### config.mk
export PLATFORM = sky130hd
export DESIGN_NAME = spm_wb_arbiter_flat
export DESIGN_NICKNAME = d
export VERILOG_FILES = /design/src/rtl/spm_wb_arbiter_if.sv /design/src/rtl/spm_wb_arbiter.sv /design/src/flat_wrapper.sv
export SDC_FILE = /design/constraint.sdc
export NUM_CORES = 1
export LEC_CHECK = 0
export ABC_CLOCK_PERIOD_IN_PS = 2500
export CAP_MARGIN = 25
export CORE_MARGIN = 3
export CORE_UTILIZATION = 30
export DETAILED_ROUTE_END_ITERATION = 8
export GPL_TIMING_DRIVEN = 0
export PLACE_DENSITY = 0.82
export SETUP_SLACK_MARGIN = 0.05
export SYNTH_ARGS = -nofsm -noshare
export SYNTH_HDL_FRONTEND = slang
export SYNTH_SLANG_ARGS = --single-unit
### constraint.sdc
create_clock -name clk -period 2.5 [get_ports clk]
set_clock_uncertainty 0.1 [all_clocks]
set_input_delay 0.75 -clock clk [delete_from_list [all_inputs] [get_ports clk]]
set_output_delay 0.75 -clock clk [all_outputs]
set_load 0.02 [all_outputs]
### src/rtl/spm_wb_arbiter_if.sv
// Byte-wide Wishbone link used between the masters, the arbiter and the scratchpad.
// The mem_* modports omit err because the scratchpad slave never signals errors.
interface spm_wb_arbiter_if #(
  parameter int unsigned AW = 10
);
  logic [AW-1:0] adr;
  logic [7:0]    dat_w;
  logic [7:0]    dat_r;
  logic          we;
  logic          cyc;
  logic          stb;
  logic          ack;
  logic          err;

  modport master (
    output adr, dat_w, we, cyc, stb,
    input  dat_r, ack, err
  );

  modport slave (
    input  adr, dat_w, we, cyc, stb,
    output dat_r, ack, err
  );

  modport mem_master (
    output adr, dat_w, we, cyc, stb,
    input  dat_r, ack
  );

  modport mem_slave (
    input  adr, dat_w, we, cyc, stb,
    output dat_r, ack
  );
endinterface

### src/rtl/spm_wb_arbiter.sv
// Round-robin two-master Wishbone arbiter for the scratchpad; grant is held for a
// whole CYC and a per-transfer watchdog aborts stalled strobes with an err pulse.
module spm_wb_arbiter #(
  parameter int unsigned SPM_AWID = 10,
  parameter int unsigned TIMEOUT  = 16,
  parameter int unsigned TO_W     = $clog2(TIMEOUT + 1)
) (
  input  logic                 clk,
  input  logic                 rst,
  spm_wb_arbiter_if.slave      m0,
  spm_wb_arbiter_if.slave      m1,
  spm_wb_arbiter_if.mem_master s,
  output logic [1:0]           gnt_o
);

  // TIMEOUT=0 yields a zero-width counter; keep one dummy bit that stays at 0.
  localparam int unsigned WD_W = (TO_W > 0) ? TO_W : 1;

  typedef enum logic [1:0] {
    IDLE,
    GRANT,
    ABORT
  } state_e;

  state_e          state_q, state_d;
  logic            owner_q, owner_d;
  logic            last_owner_q, last_owner_d;
  logic [WD_W-1:0] wdog_q, wdog_d;

  logic [1:0]          cyc, stb, we;
  logic [SPM_AWID-1:0] adr [2];
  logic [7:0]          wdat [2];
  logic [7:0]          rdat [2];
  logic [1:0]          ack, err;
  logic                own_cyc, own_stb;

  assign cyc     = {m1.cyc, m0.cyc};
  assign stb     = {m1.stb, m0.stb};
  assign we      = {m1.we, m0.we};
  assign adr[0]  = m0.adr;
  assign adr[1]  = m1.adr;
  assign wdat[0] = m0.dat_w;
  assign wdat[1] = m1.dat_w;

  assign m0.ack   = ack[0];
  assign m0.err   = err[0];
  assign m0.dat_r = rdat[0];
  assign m1.ack   = ack[1];
  assign m1.err   = err[1];
  assign m1.dat_r = rdat[1];

  assign own_cyc = cyc[owner_q];
  assign own_stb = stb[owner_q];

  always_comb begin
    state_d      = state_q;
    owner_d      = owner_q;
    last_owner_d = last_owner_q;
    wdog_d       = '0;
    gnt_o        = '0;
    s.adr        = '0;
    s.dat_w      = '0;
    s.we         = 1'b0;
    s.cyc        = 1'b0;
    s.stb        = 1'b0;
    ack          = '0;
    err          = '0;
    rdat[0]      = '0;
    rdat[1]      = '0;

    unique case (state_q)
      IDLE: begin
        if (|cyc) begin
          state_d = GRANT;
          owner_d = (&cyc) ? ~last_owner_q : cyc[1];
        end
      end

      GRANT: begin
        gnt_o[owner_q] = 1'b1;
        s.adr          = adr[owner_q];
        s.dat_w        = wdat[owner_q];
        s.we           = we[owner_q];
        s.cyc          = own_cyc;
        s.stb          = own_stb;
        ack[owner_q]   = s.ack;
        rdat[owner_q]  = s.dat_r;

        if (!own_cyc) begin
          state_d      = IDLE;
          last_owner_d = owner_q;
        end else if (TIMEOUT > 0 && own_stb && !s.ack) begin
          // An ack in the final cycle clears the counter above, so it beats the abort.
          if (wdog_q == WD_W'(TIMEOUT - 1)) begin
            err[owner_q] = 1'b1;
            state_d      = ABORT;
          end else begin
            wdog_d = wdog_q + 1'b1;
          end
        end
      end

      ABORT: begin
        if (!own_cyc) begin
          state_d      = IDLE;
          last_owner_d = owner_q;
        end
      end

      default: state_d = IDLE;
    endcase
  end

  always_ff @(posedge clk) begin
    if (rst) begin
      state_q      <= IDLE;
      owner_q      <= 1'b0;
      last_owner_q <= 1'b1;
      wdog_q       <= '0;
    end else begin
      state_q      <= state_d;
      owner_q      <= owner_d;
      last_owner_q <= last_owner_d;
      wdog_q       <= wdog_d;
    end
  end

endmodule

### src/flat_wrapper.sv
// flat-port wrapper written by rule: the top's interface ports become plain ports
module spm_wb_arbiter_flat 
#(
  parameter int unsigned SPM_AWID = 10,
  parameter int unsigned TIMEOUT  = 16,
  parameter int unsigned TO_W     = $clog2(TIMEOUT + 1)
)
  (clk, rst, gnt_o, m0_adr, m0_dat_w, m0_we, m0_cyc, m0_stb, m0_dat_r, m0_ack, m0_err, m1_adr, m1_dat_w, m1_we, m1_cyc, m1_stb, m1_dat_r, m1_ack, m1_err, s_adr, s_dat_w, s_we, s_cyc, s_stb, s_dat_r, s_ack);
  spm_wb_arbiter_if #(.AW((10))) m0_i ();
  spm_wb_arbiter_if #(.AW((10))) m1_i ();
  spm_wb_arbiter_if #(.AW((10))) s_i ();
  input  logic clk;
  input  logic rst;
  output logic [1:0] gnt_o;
  input wire logic [$bits(m0_i.adr)-1:0] m0_adr;
  input wire logic [$bits(m0_i.dat_w)-1:0] m0_dat_w;
  input wire logic [$bits(m0_i.we)-1:0] m0_we;
  input wire logic [$bits(m0_i.cyc)-1:0] m0_cyc;
  input wire logic [$bits(m0_i.stb)-1:0] m0_stb;
  output wire logic [$bits(m0_i.dat_r)-1:0] m0_dat_r;
  output wire logic [$bits(m0_i.ack)-1:0] m0_ack;
  output wire logic [$bits(m0_i.err)-1:0] m0_err;
  input wire logic [$bits(m1_i.adr)-1:0] m1_adr;
  input wire logic [$bits(m1_i.dat_w)-1:0] m1_dat_w;
  input wire logic [$bits(m1_i.we)-1:0] m1_we;
  input wire logic [$bits(m1_i.cyc)-1:0] m1_cyc;
  input wire logic [$bits(m1_i.stb)-1:0] m1_stb;
  output wire logic [$bits(m1_i.dat_r)-1:0] m1_dat_r;
  output wire logic [$bits(m1_i.ack)-1:0] m1_ack;
  output wire logic [$bits(m1_i.err)-1:0] m1_err;
  output wire logic [$bits(s_i.adr)-1:0] s_adr;
  output wire logic [$bits(s_i.dat_w)-1:0] s_dat_w;
  output wire logic [$bits(s_i.we)-1:0] s_we;
  output wire logic [$bits(s_i.cyc)-1:0] s_cyc;
  output wire logic [$bits(s_i.stb)-1:0] s_stb;
  input wire logic [$bits(s_i.dat_r)-1:0] s_dat_r;
  input wire logic [$bits(s_i.ack)-1:0] s_ack;
  assign m0_i.adr = m0_adr;
  assign m0_i.dat_w = m0_dat_w;
  assign m0_i.we = m0_we;
  assign m0_i.cyc = m0_cyc;
  assign m0_i.stb = m0_stb;
  assign m0_dat_r = m0_i.dat_r;
  assign m0_ack = m0_i.ack;
  assign m0_err = m0_i.err;
  assign m1_i.adr = m1_adr;
  assign m1_i.dat_w = m1_dat_w;
  assign m1_i.we = m1_we;
  assign m1_i.cyc = m1_cyc;
  assign m1_i.stb = m1_stb;
  assign m1_dat_r = m1_i.dat_r;
  assign m1_ack = m1_i.ack;
  assign m1_err = m1_i.err;
  assign s_adr = s_i.adr;
  assign s_dat_w = s_i.dat_w;
  assign s_we = s_i.we;
  assign s_cyc = s_i.cyc;
  assign s_stb = s_i.stb;
  assign s_i.dat_r = s_dat_r;
  assign s_i.ack = s_ack;
  spm_wb_arbiter #(.SPM_AWID(SPM_AWID), .TIMEOUT(TIMEOUT), .TO_W(TO_W)) u_core (.clk(clk), .rst(rst), .m0(m0_i), .m1(m1_i), .s(s_i), .gnt_o(gnt_o));
endmodule
==> results.py <==
metrics = {
    "worst_setup_path": {
        "end_kind": "primary output",
        "cp.required_ns": 1.65,
        "worst_r2r_endpoint": "u_core.state_q[0]",
        "worst_r2r_path_depth": 7,
        "critPathKind": "reg2out",
        "flop_to_flop_setup_slack_ns": 0.74,
        "worst-endpoint-arrival_ns": 1.66,
        "rr_startpoint": "u_core.wdog_q[1]",
        "worst-path-max-fanout": 2,
        "worstSetupStartpointType": "flip-flop",
    },
    "routing": {
        "detail_route.vias_per_cell": 4.74,
        "wirelength_met1_um": 1560,
        "drtIter0Drc": 43,
        "postRouteAntennaNets": 0,
        "post_drt_wl_per_cell_um": 15.2,
        "routed-wl-met2_um": 2100,
        "met3_length_um": 313,
        "wirelength_um": 4060,
        "routed.top_layer": "met4",
        "detailroute.via_count": 1271,
        "route.detailed.drc": 0,
        "drtPass1Iterations": 4,
    },
    "placed_design": {
        "dpl.hpwl_um": 3060,
        "port_buffers": 95,
        "dp.cells": 260,
        "gpl.final_weighted_congestion": 0.716,
    },
    "yosys": {
        "synth_area_per_cell_sq_um": 8.14,
        "synth_top_family_by_area": "simple AND/OR/NAND/NOR gates",
        "yosysSeqAreaShare": 0.183,
        "synth_commonest_cells": "21 x mux2i_1, 21 x nor2b_1, 12 x and3_1",
        "netlist_top_cells_area": "mux2i_1 21%, dfxtp_1 18%, nor2b_1 13%",
        "synth_top_cell_area_share": 0.213,
        "synth_area_sq_um": 985,
        "register_bit_count_reported_by_yosys": 9,
        "yosys_warnings": 0,
        "synth_compound_area_frac": 0.0712,
        "async_flop_share": 0,
        "synth.largest_area_cell": "mux2i_1",
        "yosys.area_share.adder": 0.0762,
        "syn-instance-count": 121,
        "synth_xor_area_frac": 0.0178,
        "net_count_after_synthesis": 180,
        "post_synth_and_or_nand_nor_area_fraction": 0.363,
        "ys_types": 26,
        "synth.area.mux_share": 0.229,
        "postSynth.topFlopCell": "dfxtp_1",
        "number_of_flops_mapped_to_enable_cells_by_yosys": 0,
    },
    "floorplanning": {
        "die_width_um": 63.3,
        "row_count": 20,
        "initial_utilization": 0.317,
        "die_h_um": 63.3,
        "design.portCount": 96,
        "floorplan.die_area_sq_um": 4010,
        "core_sq_um": 3100,
    },
    "min_path": {
        "hold-path-endpoint": "u_core.wdog_q[0]",
        "min-delay-path-class": "reg2reg",
        "worstHoldPathCells": 1,
        "hp-start": "u_core.wdog_q[0]",
    },
    "timing": {
        "peak_clock_frequency_supported_by_timing_ghz": 0.399,
        "hold_ws_ns": 0.341,
        "finalWorstPathRequiredPeriod_ns": 2.51,
        "worst_pin_slew_ns": 0.394,
        "setup_viol": 1,
        "fin_hold_viols": 0,
        "setup_slack_ns": -0.00617,
        "tns_ns": -0.00617,
        "timing_max_transition_violations_final": 0,
        "final_min_period_over_clock_period": 1.00,
        "maxSlewHeadroom": 0.735,
        "rsz0062_at_grt": "yes",
    },
    "layout": {
        "design.final.nets": 284,
        "antenna_cells_inserted": 0,
        "final_layout_size_suffix_gt1_frac": 0.353,
        "layout.area.seq_sq_um": 185,
        "fillerInstances": 307,
        "finalNonFillerCells": 268,
        "multi_input_area_sq_um": 841,
        "flow.area_growth_from_synthesis_pct": 106,
    },
    "grt": {
        "global_route_wire_length_before_repair_um": 6170,
        "grt_remaining_overflow": 0,
        "grt_pass1_vias": 1263,
        "grt_antenna_before_repair": 0,
        "pin_count_of_the_biggest_net_entering_global_routing": 11,
        "globalRouteTotalUtil": 0.191,
    },
    "cts": {
        "clock_tree_from_tritoncts": "built",
        "cts_hold_repair.buffers": 0,
        "numClockSinks": 9,
        "clk_root_buffer_cell": "clkbuf_4",
        "cts_made_buffers": 3,
        "clock_pin_slew_on_the_worst_setup_and_hold_paths_ns": 0.07,
        "cts_htree_levels": 1,
        "clk_path_buf_depth": 2,
        "clk_latency_worst_skew_pair_ns": 0.27,
    },
    "outcome": {
        "status": "finished, violations left",
        "violations_in_the_final_reports": "setup timing",
    },
    "power": {
        "vdd_drop_max_mv": 0.307,
        "power.total_mw": 0.791,
        "power.density_cell_area_nw_per_um2": 389,
        "cellLeakagePower_nw": 1.04,
    },
    "run": {
        "timing.max_cap.violations": 0,
    },
}
-- cell families (layout without fill, tap and decap cells) --
kind of cell | after synthesis | count (layout)
adder cells (fa/ha/maj) | 6 | 6
AND/OR/NAND/NOR | 61 | 61
buffers and inverters | 13 | 116
flip-flops | 9 | 9
XOR/XNOR | 2 | 2
AO/OA/AOI/OAI | 8 | 8
multiplexers | 22 | 22
-- worst max-delay path, stage by stage, from the launching register on --
cell      delay (ns)
dfxtp_2         0.35
ha_4            0.14
and3_4          0.19
ha_1            0.17
nor4bb_2        0.33
buf_4           0.20
-- flip-flops by register name (all words and copies together) (netlist names) --
name	cells
u_core.last_owner_q	1
u_core.owner_q	1
u_core.state_q	2
u_core.wdog_q	5
-- worst max-delay path by stage --
stage / start / end / slack [ns]
finish: u_core.wdog_q[1] / m0_err / -0.006
global route: u_core.wdog_q[1] / m0_err / -0.07
CTS: m1_cyc / s_cyc / -0.01
detailed placement: m0_stb / m1_err / -0.84
global placement: m0_stb / m1_err / -0.83
floorplan: u_core.wdog_q[0] / m0_err / 0.13
-- power breakdown --
group / switching [mW] / leakage, nW / internal, mW
Sequential: 0.00909 / 0.0750 / 0.153
Clock: 0.0564 / 0.0177 / 0.0592
Combinational: 0.258 / 0.943 / 0.255
-- layout make-up --
cell class / count / area share
flip-flops and latches: 9 / 0.0911
clock buffers: 3 / 0.0111
multi-input cells: 99 / 0.414
clock inverters: 1 / 0.00246
inverters: 5 / 0.00924
plain buffers: 8 / 0.0289
repair buffers: 99 / 0.416
well taps: 44 / 0.0271
-- placed cells by master, fill, tap and decap left out, types with 2 or more instances in the layout --
master	synthesis	layout
dlygate4sd2_1	0	4
buf_2	2	23
clkdlybuf4s15_2	0	3
and2_1	10	10
and3_4	0	2
a21oi_1	3	3
nand2_1	5	4
buf_6	1	2
buf_4	0	21
ha_1	6	3
clkbuf_2	0	4
clkdlybuf4s50_1	0	34
nor2_1	6	6
dfxtp_1	9	5
dfxtp_2	0	4
nand2b_1	3	3
clkbuf_4	0	6
nor2b_1	21	19
inv_1	5	4
mux2i_1	21	20
dlymetal6s2s_1	0	11
clkdlybuf4s15_1	0	2
and3_1	12	10
ha_4	0	3
-- repair_timing --
| item | in CTS | in global routing |
|---|---|---|
| setup buffers | 1 | 2 |
| pin swaps | 2 | 3 |
| gates resized for setup | 196 | 50 |
| endpoints found under the setup margin | 43 | 23 |
| gates cloned | 0 | 1 |
-- routing by layer --
| layer | up-vias | GRT usage |
|---|---|---|
| li1 | 615 | - |
| met1 | 584 | 0.215 |
| met2 | 63 | 0.350 |
| met3 | 9 | 0.0463 |
| met4 | 0 | 0.0593 |
| met5 | - | 0 |
-- per-stage QoR --
step                      worst slack, ns  area [sq um]   util
after global placement             -0.832          1990  0.642
after floorplan                     0.128           985      -
final                            -0.00617          2030  0.655
after CTS                         -0.0134          1890  0.610
after detailed placement           -0.841          1990  0.642
after global routing              -0.0744          2030  0.655
(Power assumes the default switching activity.)
==> RTL edit, RTL diff (config.mk and constraints unchanged) <==
`TIMEOUT` is set to 16 in 2 places; all go to 32.
--- a/src/rtl/spm_wb_arbiter.sv
+++ b/src/rtl/spm_wb_arbiter.sv
@@ -2,7 +2,7 @@
 // whole CYC and a per-transfer watchdog aborts stalled strobes with an err pulse.
 module spm_wb_arbiter #(
   parameter int unsigned SPM_AWID = 10,
-  parameter int unsigned TIMEOUT  = 16,
+  parameter int unsigned TIMEOUT  = 32,
   parameter int unsigned TO_W     = $clog2(TIMEOUT + 1)
 ) (
   input  logic                 clk,
--- a/src/flat_wrapper.sv
+++ b/src/flat_wrapper.sv
@@ -2,7 +2,7 @@
 module spm_wb_arbiter_flat 
 #(
   parameter int unsigned SPM_AWID = 10,
-  parameter int unsigned TIMEOUT  = 16,
+  parameter int unsigned TIMEOUT  = 32,
   parameter int unsigned TO_W     = $clog2(TIMEOUT + 1)
 )
   (clk, rst, gnt_o, m0_adr, m0_dat_w, m0_we, m0_cyc, m0_stb, m0_dat_r, m0_ack, m0_err, m1_adr, m1_dat_w, m1_we, m1_cyc, m1_stb, m1_dat_r, m1_ack, m1_err, s_adr, s_dat_w, s_we, s_cyc, s_stb, s_dat_r, s_ack);
Check against the original RTL: same outputs for any inputs over 10 cycles, from zero or initial values and one cycle with rst high; that may be too few to reach the edited logic, so the function may still have changed.
==> RTL edit against the unedited design <==
- total power up 4.0%
- register-to-register slack about the same
- largest power group unchanged
- cell area up 2.6%
- setup slack better by 63 ps
- sequential cell count up 1
- critical path type unchanged
- synthesized area up 4.6%
- routed wire length down 5.0%
==> RTL edit: results (changes against the unedited design) <==
Worst-Margin Slew=281 ps (-113 ps); total number of vias=1271 (unchanged); proportion of power drawn by the clock network=18.0% (+3.4 points); routed wire length=3860 µm (-5.0%); CLK BUF=4 (+1); Largest regs=u_core.wdog_q x6, u_core.state_q x2; Met2 Wirelength=1850 µm (-12%); Synth top cells by count=mux2i_1, nor2b_1, and3_1; syn_nets=186 (+3.3%); leakage=1.10 nW (+5.9%); M2 GR Usage=29.4% (-5.7 points); hold_ws=346 ps (+5.05 ps); CTS Sinks=10 (+1); Int Power=0.504 mW (+7.8%); Synth area leaders=mux2i_1, dfxtp_1, nor2b_1; share of cells above drive strength 1=34.2% (-1.1 points); DP Cell Count=267 (+2.7%); Post-DP HPWL=2970 µm (-3.0%); Power Total=0.822 mW (+4.0%); FMAX=409 MHz (+2.6%); GR Layer Usage met1=21.3% (-0.20 points); Total GRT Usage=17.5% (-1.6 points); worst slack at placement=-843 ps (-1.41 ps); uppermost routed layer=met4; NumNets Final=293 (+3.2%); worst r2r src=u_core.wdog_q[0]; Non-clock buffering overhead=45.1% (+0.59 points); CP arrival=1590 ps (-70 ps); M1 WL=1560 µm (-0.26%); internal reg-to-reg setup slack=740 ps (about the same); Gate power share=60.5% (-4.4 points); number of global-route vias before repair=1177 (-6.8%); worst-path maximum fanout=3 (+1); multi-input gate share of the layout cell area=39.8% (-1.6 points); sequential share of the synthesized area=19.4% (+1.1 points); met3 Resource Use GR=5.20% (+0.56 points); Clock Tree Buf Depth=2 (unchanged); met3 wire len=380 µm (+21%); Unique masters post-synth=28 (+7.7%); Non-CTS buffers=110 (+2.8%); first-pass GRT wire length=5870 µm (-4.8%); Worst-path clk slew=70 ps (about the same); Worst VDD drop=0.284 mV (-7.3%); Layout clock area frac=1.74% (+0.38 points); Fillers=284 (-7.5%); largest net degree at the start of global routing=11 (unchanged); hold path start=u_core.wdog_q[0]; DR WL/cell=13.9 µm (-8.4%); Worst path slowest cell=dfxtp_2; DRT Pass-1 Iters=4 (unchanged); register fraction of the total cell area=9.84% (+0.72 points); Post-Synthesis Cells=128 (+5.8%); gpl congestion=0.709 (-1.0%); outcome=complete, no violations; PortBufs=95 (unchanged); #MultiIn Comb=105 (+6.1%); worst skew pair latency=270 ps (about the same); Iter 0 DRT Violations=36 (-16%)
==> RTL edit: path summary, 6_finish.rpt <==
| path | cells past startpoint | endpoint |
|---|---|---|
| max | 5 | m0_err |
| min | 1 | u_core.wdog_q[0] |
| max reg2reg | 8 | u_core.state_q[1] |
| min reg2reg | 1 | u_core.wdog_q[0] |
==> RTL edit: cell families after synthesis <==
logic type	count (synthesis)	share of synthesized area, %
mux	22	21.9
xor+xnor	4	3.40
fa+ha+maj	5	6.08
flops	10	19.4
buf+inv	13	5.71
simple gates	66	38.0
compound gates	8	5.47
==> RTL edit: metrics by stage <==
step                      TNS [ps]  area (µm²)
after floorplan                  0        1030
after global placement      -15090        2040
after detailed placement    -15850        2040
after CTS                        0        2020
after global routing             0        2090
final                            0        2090
==> RTL edit: what timing repair did <==
item / CTS / global route
resized for setup: 181 / 56
pin swaps: 3 / 4
cloned: 0 / 1
endpoints found under the setup margin: 43 / 27
setup buffers: 4 / 2
